`config.mk`:
```
export PLATFORM = sky130hd
export DESIGN_NAME = demux_handshake_router
export DESIGN_NICKNAME = d
export VERILOG_FILES = /design/src/rtl/demux_handshake_router.sv
export SDC_FILE = /design/constraint.sdc
export NUM_CORES = 1
export LEC_CHECK = 0
export ABC_AREA = 1
export CAP_MARGIN = 20
export CORE_UTILIZATION = 50
export DETAILED_ROUTE_END_ITERATION = 12
export PLACE_DENSITY = 0.92
export SLEW_MARGIN = 30
export SYNTH_ARGS = -nofsm -noshare
export SYNTH_HDL_FRONTEND = slang
export SYNTH_SLANG_ARGS = --single-unit
```
`constraint.sdc`:
```
create_clock -name clock -period 1.7 [get_ports clock]
set_input_delay 0.17 -clock clock [delete_from_list [all_inputs] [get_ports clock]]
set_output_delay 0.17 -clock clock [all_outputs]
set_load 0.02 [all_outputs]
```
`src/rtl/demux_handshake_router.sv`:
```
// Single-entry router: takes one word over a 4-phase dav/rfd handshake and
// delivers it to channel 0 or 1 over that channel's own 4-phase handshake.
module demux_handshake_router #(
    parameter int W  = 8,
    parameter int CW = 8
) (
    input  logic          clock,
    input  logic          reset,
    input  logic [W-1:0]  in_data,
    input  logic          in_dest,
    input  logic          in_dav,
    output logic          in_rfd,
    output logic [W-1:0]  out_data0,
    output logic          out_dav0,
    input  logic          out_rfd0,
    output logic [W-1:0]  out_data1,
    output logic          out_dav1,
    input  logic          out_rfd1,
    output logic [CW-1:0] count0,
    output logic [CW-1:0] count1,
    output logic          busy
);

    typedef enum logic [2:0] {
        S_IN_WAIT,
        S_IN_REL,
        S_OUT_PRESENT,
        S_OUT_ACK,
        S_OUT_REL
    } state_t;

    state_t        state_q, state_d;
    logic [W-1:0]  buf_q, buf_d;
    logic          dest_q, dest_d;
    logic          in_rfd_q, in_rfd_d;
    logic          dav0_q, dav0_d;
    logic          dav1_q, dav1_d;
    logic [W-1:0]  data0_q, data0_d;
    logic [W-1:0]  data1_q, data1_d;
    logic [CW-1:0] cnt0_q, cnt0_d;
    logic [CW-1:0] cnt1_q, cnt1_d;
    logic          busy_q, busy_d;

    logic sel_rfd;
    logic sel_dav;

    // Only the addressed consumer's handshake is ever observed.
    assign sel_rfd = dest_q ? out_rfd1 : out_rfd0;
    assign sel_dav = dest_q ? dav1_q   : dav0_q;

    always_comb begin
        // NOTE: every next-state value defaults to its current value first, so
        // no path through the case leaves a signal unassigned (no latches).
        state_d  = state_q;
        buf_d    = buf_q;
        dest_d   = dest_q;
        in_rfd_d = in_rfd_q;
        dav0_d   = dav0_q;
        dav1_d   = dav1_q;
        data0_d  = data0_q;
        data1_d  = data1_q;
        cnt0_d   = cnt0_q;
        cnt1_d   = cnt1_q;

        unique case (state_q)
            S_IN_WAIT: begin
                if (in_dav) begin
                    buf_d    = in_data;
                    dest_d   = in_dest;
                    in_rfd_d = 1'b0;
                    state_d  = S_IN_REL;
                end
            end
            S_IN_REL: begin
                if (!in_dav) state_d = S_OUT_PRESENT;
            end
            S_OUT_PRESENT: begin
                if (dest_q) data1_d = buf_q;
                else        data0_d = buf_q;
                state_d = S_OUT_ACK;
            end
            S_OUT_ACK: begin
                // dav rises only once the consumer shows rfd, a cycle after data.
                if (!sel_dav) begin
                    if (sel_rfd) begin
                        if (dest_q) dav1_d = 1'b1;
                        else        dav0_d = 1'b1;
                    end
                end else if (!sel_rfd) begin
                    if (dest_q) begin
                        dav1_d = 1'b0;
                        cnt1_d = cnt1_q + 1'b1;
                    end else begin
                        dav0_d = 1'b0;
                        cnt0_d = cnt0_q + 1'b1;
                    end
                    state_d = S_OUT_REL;
                end
            end
            S_OUT_REL: begin
                if (sel_rfd) begin
                    in_rfd_d = 1'b1;
                    state_d  = S_IN_WAIT;
                end
            end
            default: state_d = S_IN_WAIT;
        endcase

        busy_d = (state_d != S_IN_WAIT);
    end

    // NOTE: state registers use non-blocking assignments so every flop samples
    // the pre-edge values regardless of statement order.
    always_ff @(posedge clock or posedge reset) begin
        if (reset) begin
            state_q  <= S_IN_WAIT;
            buf_q    <= '0;
            dest_q   <= 1'b0;
            in_rfd_q <= 1'b1;
            dav0_q   <= 1'b0;
            dav1_q   <= 1'b0;
            data0_q  <= '0;
            data1_q  <= '0;
            cnt0_q   <= '0;
            cnt1_q   <= '0;
            busy_q   <= 1'b0;
        end else begin
            state_q  <= state_d;
            buf_q    <= buf_d;
            dest_q   <= dest_d;
            in_rfd_q <= in_rfd_d;
            dav0_q   <= dav0_d;
            dav1_q   <= dav1_d;
            data0_q  <= data0_d;
            data1_q  <= data1_d;
            cnt0_q   <= cnt0_d;
            cnt1_q   <= cnt1_d;
            busy_q   <= busy_d;
        end
    end

    assign in_rfd    = in_rfd_q;
    assign out_data0 = data0_q;
    assign out_dav0  = dav0_q;
    assign out_data1 = data1_q;
    assign out_dav1  = dav1_q;
    assign count0    = cnt0_q;
    assign count1    = cnt1_q;
    assign busy      = busy_q;

endmodule
```
Word level (Yosys, flattened, before mapping)
Cells that the tools add are included.

storage, ports and cells
  register bits = 48
  output and inout bits = 36
  word-level logic and storage cells = 59

operators by class
  add/sub/neg operators = 2
  equality and inequality tests = 9
  multiplexer cells = 21
  bitwise logic cells = 2
  reduce and logical (&&, ||, !) cells = 14

operator list
  operator             count
  $add 8x1->8 const B  2
  $mux 3               5
  $pmux 3 s5           1
  $mux 1               14
  $reduce_and 5->1     2
  $reduce_and 4->1     2
  $reduce_bool 2->1    4
  $eq 3x2->1 const B   2
  $ne 2x2->1 const B   3
  $reduce_and 2->1     3
  $ne 2x1->1 const B   2
  $eq 3x1->1 const B   1
  $eq 3x3->1 const B   1
  $logic_not 3->1      1
  $reduce_and 3->1     1
  $reduce_bool 3->1    1
  $not 1->1            2
  $pmux 1 s2           1

Depth between registers and ports, before layout
  word-level depth = 5
  mapped depth = 7

Worst setup path before layout
No wires, ideal clock.

  path kind = register to register
  start point = reg dav1_q (netlist: out_dav1)
  end point = reg busy_q (netlist: busy)
  library setup time = 141 ps
  arrival = 1092 ps
  data required time = 1559 ps
  slack = 467 ps
  cell stages (with the launch flop) = 6
  buffers on the path = 0
  period minus slack after synthesis = 1233 ps
  path through = dfrtp_1 > inv_1 > nand2_1 > nand2_2 > o21ai_0 > nand4_1

on the way
  longest elaborated chain between the ends = 4

ends and longest elaborated chain
  item                      line  source
  start: declaration        37    logic dav1_q, dav1_d;
  start signal: assignment  133   dav1_q <= dav1_d;
  $mux 1                    49    assign sel_dav = dest_q ? dav1_q : dav0_q;
  $mux 3                    84    if (!sel_dav) begin
  $pmux 3 s5                65    unique case (state_q)
  $reduce_bool 3->1         109   busy_d = (state_d != S_IN_WAIT);
  named net busy_d          42    logic busy_q, busy_d;
  end signal: assignment    138   busy_q <= busy_d;
  end: declaration          42

The timed path passes the listed nets, and every way through them passes these cells.
A chain may end at the register's enable or synchronous reset.

Worst setup path after layout
  start point = reg in_rfd_q (netlist: in_rfd)
  end point = out in_rfd

RTL lines
  item                      line  source
  start: declaration        35    logic in_rfd_q, in_rfd_d;
  start signal: assignment  131   in_rfd_q <= in_rfd_d;
  end: declaration          12    output logic in_rfd,

No word-level cell between the ends.

==> impl_metrics.yaml <==
detailed_routing:
  drc_errors: 0
  drt-wirelength-per-cell_um: 12.6
  drt-total-wl_um: 4580
  detailroute.via_count: 1839
  drt_first_iter_violations: 135
  routed_via_density: 5.05
  drt_first_pass_iters: 4
  postRouteAntennaNets: 0
sta:
  post-route-period-util_pct: 94.5
  rsz0062_at_grt: "false"
  postLayoutSetupSlackWorst_ps: 93.8
  finClkSkew_ps: 4.84
  finalWorstPathRequiredPeriod_ps: 1610
  final-max-slew-violation-count: 0
  timing.slew.headroom_pct: 68.4
  setup_tns_ps: 0
  setup_viol_count_final: 0
  hold_viol: 0
  achievable-frequency_ghz: 0.623
  worstMarginPinSlew_ps: 473
  hold-worst-slack_ps: 86.3
power_and_ir_drop:
  static-leakage-power_uw: 0.00144
  comb_power_share_pct: 44.5
  power_frac_seq_pct: 38.8
  ir_worst_vdd_v: 0.000923
  clockPowerShare_pct: 16.7
  power_switching_share_pct: 40.2
  cell_internal_pwr_uw: 2950
  net-switching-power_uw: 1980
  p_total_uw: 4930
  powerDensity_mw_per_mm2: 1720
worst_setup_path:
  critical_path.slowest_cell: "sky130_fd_sc_hd__clkdlybuf4s50_1"
  max_stage_delay_ps: 600
  cp.arrival_ps: 1440
  critical_path_class: "reg2out"
  end_kind: "primary output"
  crit_path_start_kind: "flip-flop"
  worst_ep_required_time_ps: 1530
  crit_chain: "clkdlybuf4s50_1"
  worstPathBufferInverterCount: 1
  cpLargestDelayFamily: "buffers and inverters"
  worst-path-max-fanout: 2
synth:
  synth_top_cell_by_area: "sky130_fd_sc_hd__dfrtp_1"
  synth_cells: 257
  ys_top_cells_by_area: "sky130_fd_sc_hd__dfrtp_1 (54%), sky130_fd_sc_hd__nand2_1 (16%), sky130_fd_sc_hd__o21ai_0 (7.3%)"
  synth_warnings: 0
  syn-cell-area_mm2: 0.00219
  syn_nets: 273
  synth_sequential_area_ratio_pct: 54.8
  synthDistinctLibCells: 24
  share_of_the_synthesized_area_in_the_top_cell_type_pct: 53.6
  avgSynthCellArea_um2: 8.53
  yosys_register_bits: 48
cells_and_area:
  area.growth.synth_to_final_pct: 30.4
  final_cell_mix: "sky130_fd_sc_hd__nand2_1 (93), sky130_fd_sc_hd__clkdlybuf4s50_1 (49), sky130_fd_sc_hd__dfrtp_1 (47), sky130_fd_sc_hd__inv_1 (33), sky130_fd_sc_hd__o21ai_0 (32)"
  antenna_diode_instance_count: 0
  final_net_count: 329
  layout-drive-gt1-share_pct: 7.01
  mostFrequentLayoutCell: "sky130_fd_sc_hd__nand2_1"
clocking:
  clock_latency_of_the_later_clocked_register_in_the_worst_skew_pair_ps: 310
  postCtsResizedCells: 0
  buffer_cell_driving_the_clock_tree_root: "sky130_fd_sc_hd__clkbuf_8"
  cts.sink_count: 48
  cts_tree: "done"
  cts_h_tree_lvls: 2
  clock_path_buffers: 2
  tritoncts_buffers: 5
  postCtsSetupBuffers: 0
  cts_hold_repair.buffers: 0
  clkSlewWorstSetupHoldPaths_ps: 90
grt:
  grt_use_total_pct: 22.9
  maximum_number_of_pins_on_one_net_before_global_route_repair: 19
  grt_antenna_before_repair: 0
  wire_length_of_the_first_global_routing_pass_um: 7780
  grt_pass1_vias: 1789
  grt-ovfl-total: 0
die:
  die_h_um: 68.2
  boundaryPins: 50
  start_util_pct: 53.3
  fp.coreArea_mm2: 0.00412
  floorplan.die_area_mm2: 0.00466
  rows: 23
  fp.dieW_um: 68.2
outcome:
  run_status: "completed"
job:
  timing.max_cap.violations: 0
placed_design:
  place_congestion: 0.812
  dpl.hpwl_um: 3430
  portBuffers: 49
  dp_worst_setup_slack_ps: 220
min_path:
  hold_path.class: "in2async"
==> kinds of logic (layout without fill, tap and decap cells) <==
logic type               after synthesis  count (layout)  synth area share, %
adder cells (fa/ha/maj)                2               2                 1.14
AND/OR/NAND/NOR                      124             124                 25.4
flip-flops                            48              48                 54.8
AO/OA/AOI/OAI                         36              36                 8.33
buffers and inverters                 39              96                 7.13
XOR/XNOR                               8               8                 3.19
==> power by group through the flow <==
stage | Combinational, uW | Clock (uW) | Sequential (uW)
6_report | 2190 | 824 | 1910
5_1_grt | 2450 | 884 | 1970
4_1_cts | 2210 | 836 | 1920
3_5_place_dp | 2200 | 0 | 1930
3_3_place_gp | 2110 | 0 | 1920
2_1_floorplan | 955 | 0 | 2270
==> state kept, by name, indices dropped and copies added, names as in the netlist <==
register / cells
out_dav1: 1
out_data1: 8
dest_q: 1
count1: 8
buf_q: 8
state_q: 3
count0: 8
out_dav0: 1
busy: 1
in_rfd: 1
out_data0: 8
==> per-stage QoR <==
step | std cells | cell area (um^2) | utilization (%)
floorplan | 257 | 2190 | -
global placement | 356 | 2750 | 66.8
detailed placement | 356 | 2750 | 66.8
CTS | 364 | 2860 | 69.5
global route | 364 | 2860 | 69.5
finish | 364 | 2860 | 69.5
==> worst paths after layout <==
kind	startpoint	endpoint	slack, ps	cells after the start
max in group asynchronous	reset	in_rfd$_DFFE_PP1P_	1100	3
max	in_rfd$_DFFE_PP1P_	in_rfd	90	1
min	reset	out_data1[4]$_DFFE_PP0P_	90	2
min in group clock	in_data[3]	buf_q[3]$_DFFE_PP0P_	420	3
min reg2reg	in_rfd$_DFFE_PP1P_	in_rfd$_DFFE_PP1P_	470	2
max reg2reg	state_q[2]$_DFF_PP0_	out_data1[6]$_DFFE_PP0P_	260	6
==> routing by layer <==
layer / vias to the layer above / track usage (%) / wire (um)
met5: - / 0 / 0
met4: 0 / 7.81 / 63
met3: 5 / 6.17 / 226
met2: 49 / 39.1 / 2330
met1: 871 / 27.9 / 1960
li1: 914 / - / -
==> area by class of cell <==
class / instances / area [um^2]
repair buffers: 52 / 513
clock inverters: 3 / 42.5
flip-flops and latches: 48 / 1200
clock buffers: 5 / 68.8
inverters: 36 / 136
fillers: 338 / 1250
multi-input cells: 170 / 835
well taps: 50 / 62.6
==> cell usage after synthesis <==
master	number
sky130_fd_sc_hd__inv_2	1
sky130_fd_sc_hd__inv_1	34
sky130_fd_sc_hd__nor2_4	2
sky130_fd_sc_hd__nor2_1	7
sky130_fd_sc_hd__nor2_8	1
sky130_fd_sc_hd__dfstp_2	1
sky130_fd_sc_hd__nand4_1	6
sky130_fd_sc_hd__xor2_1	2
sky130_fd_sc_hd__clkbuf_2	1
sky130_fd_sc_hd__nand2_2	2
sky130_fd_sc_hd__nand3b_2	1
sky130_fd_sc_hd__clkinv_2	1
sky130_fd_sc_hd__buf_4	2
sky130_fd_sc_hd__a21oi_1	1
sky130_fd_sc_hd__o21ai_0	32
sky130_fd_sc_hd__nand3_1	9
sky130_fd_sc_hd__xnor2_1	6
sky130_fd_sc_hd__nand2_1	93
sky130_fd_sc_hd__o21ai_1	1
sky130_fd_sc_hd__ha_1	2
sky130_fd_sc_hd__o22ai_1	2
sky130_fd_sc_hd__nand3_4	1
sky130_fd_sc_hd__nand3b_1	2
sky130_fd_sc_hd__dfrtp_1	47
Power figures use the tool's default switching activity.
